### src/rtl/lane_tx_arbiter_if.sv
// Bundle between the two requester FIFOs, the serializer lane and the arbiter.
// The arbiter sits on the slave side; the FIFO/lane environment on the master side.
interface lane_tx_arbiter_if;
    logic       fifo_empty_0;
    logic       fifo_empty_1;
    logic [7:0] fifo_data_0;
    logic [7:0] fifo_data_1;
    logic       tx_ready;
    logic       pop_0;
    logic       pop_1;
    logic       valid_out;
    logic [7:0] data_out;
    logic [1:0] grant;
    logic       sync_done;

    modport master (
        output fifo_empty_0,
        output fifo_empty_1,
        output fifo_data_0,
        output fifo_data_1,
        output tx_ready,
        input  pop_0,
        input  pop_1,
        input  valid_out,
        input  data_out,
        input  grant,
        input  sync_done
    );

    modport slave (
        input  fifo_empty_0,
        input  fifo_empty_1,
        input  fifo_data_0,
        input  fifo_data_1,
        input  tx_ready,
        output pop_0,
        output pop_1,
        output valid_out,
        output data_out,
        output grant,
        output sync_done
    );
endinterface

### src/rtl/lane_tx_arbiter.sv
// Two-requester round-robin byte arbiter feeding a serializer lane. Sends idle symbols
// until the lane has been ready for SYNC_CYCLES consecutive cycles, then bursts bytes.
module lane_tx_arbiter #(
    parameter int unsigned SYNC_CYCLES = 4,
    parameter int unsigned BURST_MAX   = 4
) (
    input  logic             clk_4f,
    input  logic             reset,
    lane_tx_arbiter_if.slave bus
);

    localparam int unsigned SyncW  = $clog2(SYNC_CYCLES + 1);
    localparam int unsigned BurstW = $clog2(BURST_MAX + 1);

    localparam logic [SyncW-1:0]  SyncLast  = SyncW'(SYNC_CYCLES - 1);
    localparam logic [BurstW-1:0] BurstLast = BurstW'(BURST_MAX - 1);
    localparam logic [BurstW-1:0] BurstTop  = BurstW'(BURST_MAX);
    localparam logic [7:0]        IdleSym   = 8'hBC;

    typedef enum logic [1:0] {
        StSync,
        StIdle,
        StServe0,
        StServe1
    } state_e;

    state_e             state_q, state_d;
    logic [SyncW-1:0]   sync_cnt_q, sync_cnt_d;
    logic [BurstW-1:0]  burst_q, burst_d;
    logic               rr_q, rr_d;
    logic               valid_q, valid_d;
    logic [7:0]         data_q, data_d;
    logic               sync_done_q, sync_done_d;

    logic               pop0, pop1;
    logic               serve_sel;
    logic               head_empty;
    logic               head_pop;
    logic [7:0]         head_data;

    always_comb begin
        state_d     = state_q;
        sync_cnt_d  = sync_cnt_q;
        burst_d     = burst_q;
        rr_d        = rr_q;
        sync_done_d = sync_done_q;
        valid_d     = 1'b0;
        data_d      = IdleSym;
        pop0        = 1'b0;
        pop1        = 1'b0;
        serve_sel   = 1'b0;
        head_empty  = 1'b1;
        head_pop    = 1'b0;
        head_data   = 8'h00;

        unique case (state_q)
            StSync: begin
                if (!bus.tx_ready) begin
                    sync_cnt_d = '0;
                end else begin
                    sync_cnt_d = sync_cnt_q + SyncW'(1);
                    if (sync_cnt_q == SyncLast) begin
                        state_d     = StIdle;
                        sync_done_d = 1'b1;
                    end
                end
            end

            StIdle: begin
                // rr_q == 0 favours requester 0 when both are waiting
                if (!bus.fifo_empty_0 && (bus.fifo_empty_1 || !rr_q)) begin
                    state_d = StServe0;
                end else if (!bus.fifo_empty_1) begin
                    state_d = StServe1;
                end
            end

            StServe0, StServe1: begin
                serve_sel  = (state_q == StServe1);
                head_empty = serve_sel ? bus.fifo_empty_1 : bus.fifo_empty_0;
                head_data  = serve_sel ? bus.fifo_data_1 : bus.fifo_data_0;
                head_pop   = !head_empty && bus.tx_ready;
                pop0       = head_pop && !serve_sel;
                pop1       = head_pop && serve_sel;

                if (head_pop) begin
                    valid_d = 1'b1;
                    data_d  = head_data;
                    burst_d = burst_q + BurstW'(1);
                end

                // Leave on a full burst or on a drained FIFO seen while the lane is live
                if ((head_pop && (burst_q == BurstLast)) || (head_empty && bus.tx_ready)) begin
                    state_d = StIdle;
                    rr_d    = !serve_sel;
                    burst_d = '0;
                end
            end

            default: begin
                state_d = StSync;
            end
        endcase
    end

    always_ff @(posedge clk_4f or negedge reset) begin
        if (!reset) begin
            state_q     <= StSync;
            sync_cnt_q  <= '0;
            burst_q     <= '0;
            rr_q        <= 1'b0;
            valid_q     <= 1'b0;
            data_q      <= 8'h00;
            sync_done_q <= 1'b0;
        end else begin
            state_q     <= state_d;
            sync_cnt_q  <= sync_cnt_d;
            burst_q     <= burst_d;
            rr_q        <= rr_d;
            valid_q     <= valid_d;
            data_q      <= data_d;
            sync_done_q <= sync_done_d;
        end
    end

    assign bus.pop_0     = pop0;
    assign bus.pop_1     = pop1;
    assign bus.valid_out = valid_q;
    assign bus.data_out  = data_q;
    assign bus.sync_done = sync_done_q;
    assign bus.grant     = {state_q == StServe1, state_q == StServe0};

    a_pop_exclusive : assert property (
        @(posedge clk_4f) disable iff (!reset) !(bus.pop_0 && bus.pop_1));
    a_pop0_legal : assert property (
        @(posedge clk_4f) disable iff (!reset) bus.pop_0 |-> (!bus.fifo_empty_0 && bus.tx_ready));
    a_pop1_legal : assert property (
        @(posedge clk_4f) disable iff (!reset) bus.pop_1 |-> (!bus.fifo_empty_1 && bus.tx_ready));
    a_burst_bound : assert property (
        @(posedge clk_4f) disable iff (!reset) burst_q <= BurstTop);
    a_sync_sticky : assert property (
        @(posedge clk_4f) disable iff (!reset) sync_done_q |=> sync_done_q);

endmodule

### src/flat_wrapper.sv
// flat-port wrapper written by rule: the top's interface ports become plain ports
module lane_tx_arbiter_flat 
#(
    parameter int unsigned SYNC_CYCLES = 4,
    parameter int unsigned BURST_MAX   = 4
)
  (clk_4f, reset, bus_fifo_empty_0, bus_fifo_empty_1, bus_fifo_data_0, bus_fifo_data_1, bus_tx_ready, bus_pop_0, bus_pop_1, bus_valid_out, bus_data_out, bus_grant, bus_sync_done);
  lane_tx_arbiter_if bus_i ();
  input  logic clk_4f;
  input  logic reset;
  input wire logic [$bits(bus_i.fifo_empty_0)-1:0] bus_fifo_empty_0;
  input wire logic [$bits(bus_i.fifo_empty_1)-1:0] bus_fifo_empty_1;
  input wire logic [$bits(bus_i.fifo_data_0)-1:0] bus_fifo_data_0;
  input wire logic [$bits(bus_i.fifo_data_1)-1:0] bus_fifo_data_1;
  input wire logic [$bits(bus_i.tx_ready)-1:0] bus_tx_ready;
  output wire logic [$bits(bus_i.pop_0)-1:0] bus_pop_0;
  output wire logic [$bits(bus_i.pop_1)-1:0] bus_pop_1;
  output wire logic [$bits(bus_i.valid_out)-1:0] bus_valid_out;
  output wire logic [$bits(bus_i.data_out)-1:0] bus_data_out;
  output wire logic [$bits(bus_i.grant)-1:0] bus_grant;
  output wire logic [$bits(bus_i.sync_done)-1:0] bus_sync_done;
  assign bus_i.fifo_empty_0 = bus_fifo_empty_0;
  assign bus_i.fifo_empty_1 = bus_fifo_empty_1;
  assign bus_i.fifo_data_0 = bus_fifo_data_0;
  assign bus_i.fifo_data_1 = bus_fifo_data_1;
  assign bus_i.tx_ready = bus_tx_ready;
  assign bus_pop_0 = bus_i.pop_0;
  assign bus_pop_1 = bus_i.pop_1;
  assign bus_valid_out = bus_i.valid_out;
  assign bus_data_out = bus_i.data_out;
  assign bus_grant = bus_i.grant;
  assign bus_sync_done = bus_i.sync_done;
  lane_tx_arbiter #(.SYNC_CYCLES(SYNC_CYCLES), .BURST_MAX(BURST_MAX)) u_core (.clk_4f(clk_4f), .reset(reset), .bus(bus_i));
endmodule
### config.mk
export PLATFORM = sky130hd
export DESIGN_NAME = lane_tx_arbiter_flat
export DESIGN_NICKNAME = d
export VERILOG_FILES = /design/src/rtl/lane_tx_arbiter_if.sv /design/src/rtl/lane_tx_arbiter.sv /design/src/flat_wrapper.sv
export SDC_FILE = /design/constraint.sdc
export NUM_CORES = 1
export LEC_CHECK = 0
export BUFFER_PORTS_ARGS = -buffer_cell sky130_fd_sc_hd__buf_2
export CAP_MARGIN = 5
export CORE_AREA = 4 4 43 60
export DETAILED_ROUTE_END_ITERATION = 10
export DIE_AREA = 0 0 47 64
export PLACE_DENSITY_LB_ADDON = 0.2
export SLEW_MARGIN = 20
export SYNTH_ARGS = -nofsm -noshare
export SYNTH_HDL_FRONTEND = slang
export SYNTH_SLANG_ARGS = --single-unit
### constraint.sdc
create_clock -name clk_4f -period 1.64 [get_ports clk_4f]
set_input_delay 0.246 -clock clk_4f [delete_from_list [all_inputs] [get_ports clk_4f]]
set_output_delay 0.246 -clock clk_4f [all_outputs]
set_load 0.1 [all_outputs]
Word-level counts from Yosys, hierarchy flattened
Cells that the tools add are included.
{"block": "word_totals", "reg_bits": 19}
{"block": "op_classes", "add_sub_neg": 2, "n_eq_ne": 9, "muxes": 17, "n_reduce_logical": 19}
{"operator": "$mux 8", "count": 3}
{"operator": "$mux 2", "count": 5}
{"operator": "$mux 3", "count": 3}
{"operator": "$add 3x1->3 const B", "count": 2}
{"operator": "$eq 3x2->1 const B", "count": 2}
{"operator": "$logic_and 1x1->1", "count": 6}
{"operator": "$pmux 2 s3", "count": 1}
{"operator": "$mux 1", "count": 5}
{"operator": "$eq 2x2->1 const B", "count": 2}
{"operator": "$logic_not 1->1", "count": 4}
{"operator": "$ne 2x1->1 const B", "count": 2}
{"operator": "$reduce_and 2->1", "count": 2}
{"operator": "$reduce_and 4->1", "count": 1}
{"operator": "$ne 3x2->1 const B", "count": 1}
{"operator": "$reduce_and 3->1", "count": 1}
{"operator": "$eq 2x1->1 const B", "count": 1}
{"operator": "$logic_not 2->1", "count": 1}
{"operator": "$logic_or 1x1->1", "count": 2}
{"operator": "$ne 2x2->1 const B", "count": 1}
{"operator": "$reduce_bool 2->1", "count": 1}
{"operator": "$reduce_or 2->1", "count": 1}

Logic depth before layout (Yosys ltp)
{"block": "depth", "depth_word": 8, "ltp_mapped": 5}

Worst setup path before layout
OpenSTA, ideal clock, no wires.
{"block": "synth_path", "kind": "register to output", "from": "register u_core.state_q[1]", "to": "output port bus_grant[0]", "arrival_ps": 1938, "slack_ps": -544, "path_stages_with_launch": 4, "n_path_buf": 1, "path_cell_list": "dfrtp_1 > buf_6 > inv_1 > nor2_1"}
{"block": "synth_between", "elab_chain_cells": 1}
{"item": "start: declaration", "line_no": "lane_tx_arbiter.sv:27", "source": "state_e state_q, state_d;"}
{"item": "start signal: assignment", "line_no": "lane_tx_arbiter.sv:108", "source": "state_q <= StSync;"}
{"item": "start signal: assignment", "line_no": "lane_tx_arbiter.sv:116", "source": "state_q <= state_d;"}
{"item": "$eq 2x2->1", "line_no": "lane_tx_arbiter.sv:131", "source": "assign bus.grant = {state_q == StServe1, state_q == StServe0};"}
{"item": "end: declaration", "line_no": "flat_wrapper.sv:20", "source": "output wire logic [$bits(bus_i.grant)-1:0] bus_grant;"}
No other way between the ends.

Worst setup path after layout
{"block": "layout_path", "from": "register u_core.state_q[0]", "to": "output port bus_pop_0"}
{"block": "layout_between", "elab_chain_cells": 6, "word_cells_on_any_way": 9, "cone_classes": "2 x eq/ne; 2 x mux; 5 x reduce/logical"}
{"item": "$eq 2x2->1", "line_no": "lane_tx_arbiter.sv:56, lane_tx_arbiter.sv:79"}
{"item": "$mux 1", "line_no": "lane_tx_arbiter.sv:80", "source": "head_empty = serve_sel ? bus.fifo_empty_1 : bus.fifo_empty_0;"}
{"item": "$logic_not 1->1", "line_no": "lane_tx_arbiter.sv:82", "source": "head_pop = !head_empty && bus.tx_ready;"}
{"item": "$logic_and 1x1->1", "line_no": "lane_tx_arbiter.sv:82"}
{"item": "$logic_and 1x1->1", "line_no": "lane_tx_arbiter.sv:83", "source": "pop0 = head_pop && !serve_sel;"}
{"item": "$mux 1 (*)", "line_no": "lane_tx_arbiter.sv:56", "source": "unique case (state_q)"}
{"item": "end: declaration", "line_no": "flat_wrapper.sv:16", "source": "output wire logic [$bits(bus_i.pop_0)-1:0] bus_pop_0;"}
Every way passes the cells marked *; elsewhere a longest branch is shown, timed or not.

==> results.toml <==
[synth]
avgSynthCellArea_um2 = 10.7
synth_top_area_cell = "dfrtp_1"
yosysUniqueCellTypes = 30
syn_nets = 110
synth_top_area_share_pct = 52.2
ys_ff_latch = 19
synth_area_leaders = "dfrtp_1 (52%), ha_1 (5.5%), o21ai_1 (3.8%)"
synthCells = 85
synth_most_common_cell = "dfrtp_1"
ys_warn_count = 0
ys_async_sr_fraction_pct = 100
synth-edff-count = 0
synth_commonest_cells = "dfrtp_1 (19), inv_1 (8), nand2_1 (8)"
synth-main-ff-cell = "dfrtp_1"
syn_area_um2 = 911
yosysSeqAreaShare_pct = 52.2

[hold_path]
holdPathStages = 2
worstHoldStart = "bus_fifo_data_1[4]"
hold_end = "u_core.bus.data_out[4]$_DFF_PN0_"
hp-class = "in2reg"

[grt]
grt_max_degree = 20
grt_pass1_wl_mm = 3.22
overflow = 0
grt_pass1_vias = 788
antenna_found_initial = 0
grtUsageTotal_pct = 14.5

[die]
core_um2 = 2100
start_util_pct = 43.3
num_rows = 20
die_w_um = 47
die-area_um2 = 3010
die_h_um = 64
ioPinCount = 35

[critical_path]
worstPathCellList = "nor2b_4, nand3_4, inv_4, buf_12"
endpoint_kind = "output port"
r2r_slack_ns = 0.19
cp.arrival_ns = 1.32
reg2reg_depth = 5
crit_type = "reg2out"
worstReg2RegStart = "u_core.burst_q[0]$_DFFE_PN0P_"
worst-path-buf-inv = 2
cp_data_required_time_ns = 1.39
critPathMaxFanout = 6
critical_path.top_delay_family = "flip-flops"
crit_path_max_incr_delay_ns = 0.46
cpMaxStageDelayCell = "dfrtp_2"
worstReg2RegEnd = "u_core.burst_q[0]$_DFFE_PN0P_"
worst_setup_path_start_kind = "flop"

[clock_network]
cts_max_level = 1
cts_made_buffers = 3
ctsRootBufferMaster = "clkbuf_4"
clock_latency_ns = 0.30
cts_tree = "done"
path_clk_slew_ns = 0.10
cts_buffer_depth = 2
clkSinkCount = 19

[placed_design]
pre_cts_ws_ns = 0.199
hpwl_mm = 1.48
place_congestion = 0.737
post_dp_cell_area_um2 = 1170
place_inst = 140
portBuffers = 34

[final_layout]
area_growth_pct = 36.0
antenna_cells = 0
n_fill_cell = 202
stdcell_count = 148
fin_area_um2 = 1240
nNetsFinal = 152
drive_gt1_share_pct = 41.3

[power_and_ir_drop]
p_int_mw = 1.17
cellPowerDensity_nw_per_um2 = 1920
power.share.sequential_pct = 29.8
p_leak_nw = 0.614
p_sw_share_pct = 50.9
ir_drop_v = 0.00102
pwr-share-clk_pct = 9.9
switching_power_mw = 1.21
power_frac_comb_pct = 60.3

[timing]
fmax_ghz = 0.640
period_share_pct = 95.3
min_period_ns = 1.56
worst_slew_pin_slew_ns = 0.493
rsz0062_at_grt = "false"
max-slew-margin-rel_pct = 67.3
hold_ws_ns = 0.150
totalNegativeSetupSlack_ns = 0
setup_viol = 0
hold_violations = 0
slew_viol_final = 0
finClkSkew_ns = 0.000940
worst_slack_ns = 0.0763

[detailed_routing]
first_pass_iters = 3
routed_wirelength_mm = 1.93
drtIter0Drc = 15
ant_nets = 0
drc = 0
avgRoutedWirePerCell_um = 13.1
via_per_inst = 5.16
vias = 763

[status]
status = "finished clean"

[flow_run]
max-cap-violations = 0
==> final cells by class <==
| class | instances | area (um2) | share of cell area (%) |
|---|---|---|---|
| multi-input combinational | 53 | 375 | 30.3 |
| clock buffer | 4 | 26.3 | 2.12 |
| inverter | 10 | 41.3 | 3.33 |
| sequential | 19 | 478 | 38.6 |
| tap | 22 | 27.5 | 2.22 |
| timing repair buffer | 40 | 290 | 23.4 |
==> cell families (layout without fill, tap and decap cells) <==
logic type	count (synthesis)	count (layout)	synth area share [%]
flops	19	19	52.2
compound gates	27	27	20.5
simple gates	22	22	14.4
buf+inv	13	54	7.42
fa+ha+maj	4	4	5.49
==> power groups by stage <==
stage               combinational, mW  sequential (mW)  clock (mW)
floorplan                       0.672             1.04           0
global placement                 1.36            0.714           0
detailed placement               1.38            0.716           0
CTS                              1.39            0.718       0.243
global route                     1.52            0.725       0.268
finish                           1.43            0.707       0.236
==> through the flow <==
stage               utilization (%)  power, mW
global route                   58.9       2.52
CTS                            57.8       2.35
finish                         58.9       2.38
detailed placement             55.8       2.10
global placement               55.8       2.08
floorplan                         -       1.71
==> worst max path at each step <==
stage / start / to / cells past startpoint
2_1_floorplan: u_core.state_q[1]$_DFFE_PN0P_ / bus_grant[0] / 3
3_3_place_gp: u_core.burst_q[0]$_DFFE_PN0P_ / u_core.rr_q$_DFFE_PN0P_ / 5
3_5_place_dp: u_core.burst_q[0]$_DFFE_PN0P_ / u_core.burst_q[2]$_DFFE_PN0P_ / 5
4_1_cts: u_core.state_q[0]$_DFFE_PN0P_ / bus_grant[1] / 4
5_1_grt: u_core.state_q[0]$_DFFE_PN0P_ / bus_grant[1] / 4
6_report: u_core.state_q[0]$_DFFE_PN0P_ / bus_pop_0 / 4
==> worst reg2reg max path: stages, from the launching register on <==
cell,delay (ns)
dfrtp_1,0.41
ha_1,0.21
ha_1,0.20
a21oi_1,0.22
o2111ai_2,0.19
o21ai_1,0.15
==> placed cells by master (no fill, tap or decap) <==
| cell | synthesis | routed |
|---|---|---|
| nand4_2 | 1 | 1 |
| clkbuf_4 | 0 | 3 |
| clkbuf_1 | 0 | 1 |
| a31o_1 | 1 | 1 |
| or2_2 | 1 | 1 |
| dfrtp_2 | 0 | 2 |
| inv_1 | 8 | 8 |
| dfrtp_1 | 19 | 17 |
| clkinv_2 | 0 | 1 |
| buf_4 | 0 | 4 |
| buf_12 | 0 | 5 |
| nand3_1 | 1 | 1 |
| a31oi_1 | 1 | 1 |
| o21ai_1 | 7 | 7 |
| a22o_1 | 3 | 3 |
| a21oi_1 | 2 | 2 |
| o22ai_1 | 2 | 2 |
| buf_2 | 1 | 30 |
| inv_4 | 1 | 1 |
| nand2b_1 | 1 | 1 |
| o21bai_1 | 1 | 1 |
| or2b_1 | 1 | 1 |
| o22a_1 | 4 | 4 |
| nand2_1 | 8 | 8 |
| ha_1 | 4 | 4 |
| o21ai_0 | 3 | 3 |
| nand3_4 | 1 | 1 |
| a211oi_1 | 2 | 2 |
| nor2_1 | 3 | 2 |
| nor2b_4 | 0 | 1 |
| nor2_2 | 0 | 1 |
| nor2b_1 | 1 | 1 |
| dlygate4sd3_1 | 0 | 1 |
| nor3_1 | 1 | 1 |
| o2111ai_2 | 1 | 1 |
| nand3b_1 | 2 | 2 |
==> registers in the layout, summed over array words and instances, names as in the netlist <==
name,count
u_core.state_q,2
u_core.burst_q,3
u_core.bus.valid_out,1
u_core.rr_q,1
u_core.bus.sync_done,1
u_core.sync_cnt_q,3
u_core.bus.data_out,8
==> per-layer routing <==
metal / wire [um] / up-vias / global-route usage [%]
met4: 38 / 0 / 6.23
li1: - / 379 / -
met3: 58 / 5 / 2.82
met2: 1090 / 12 / 24.7
met5: 0 / - / 0
met1: 750 / 367 / 16.8
==> what timing repair did <==
item | in CTS | in global routing
setup buffers | 0 | 3
setup endpoints to repair | 3 | 4
pin swaps | 0 | 0
hold endpoints to repair | 19 | 0
hold buffers | 1 | 0
gates resized for setup | 2 | 1
No activity file was read; power rests on OpenSTA's default activity.
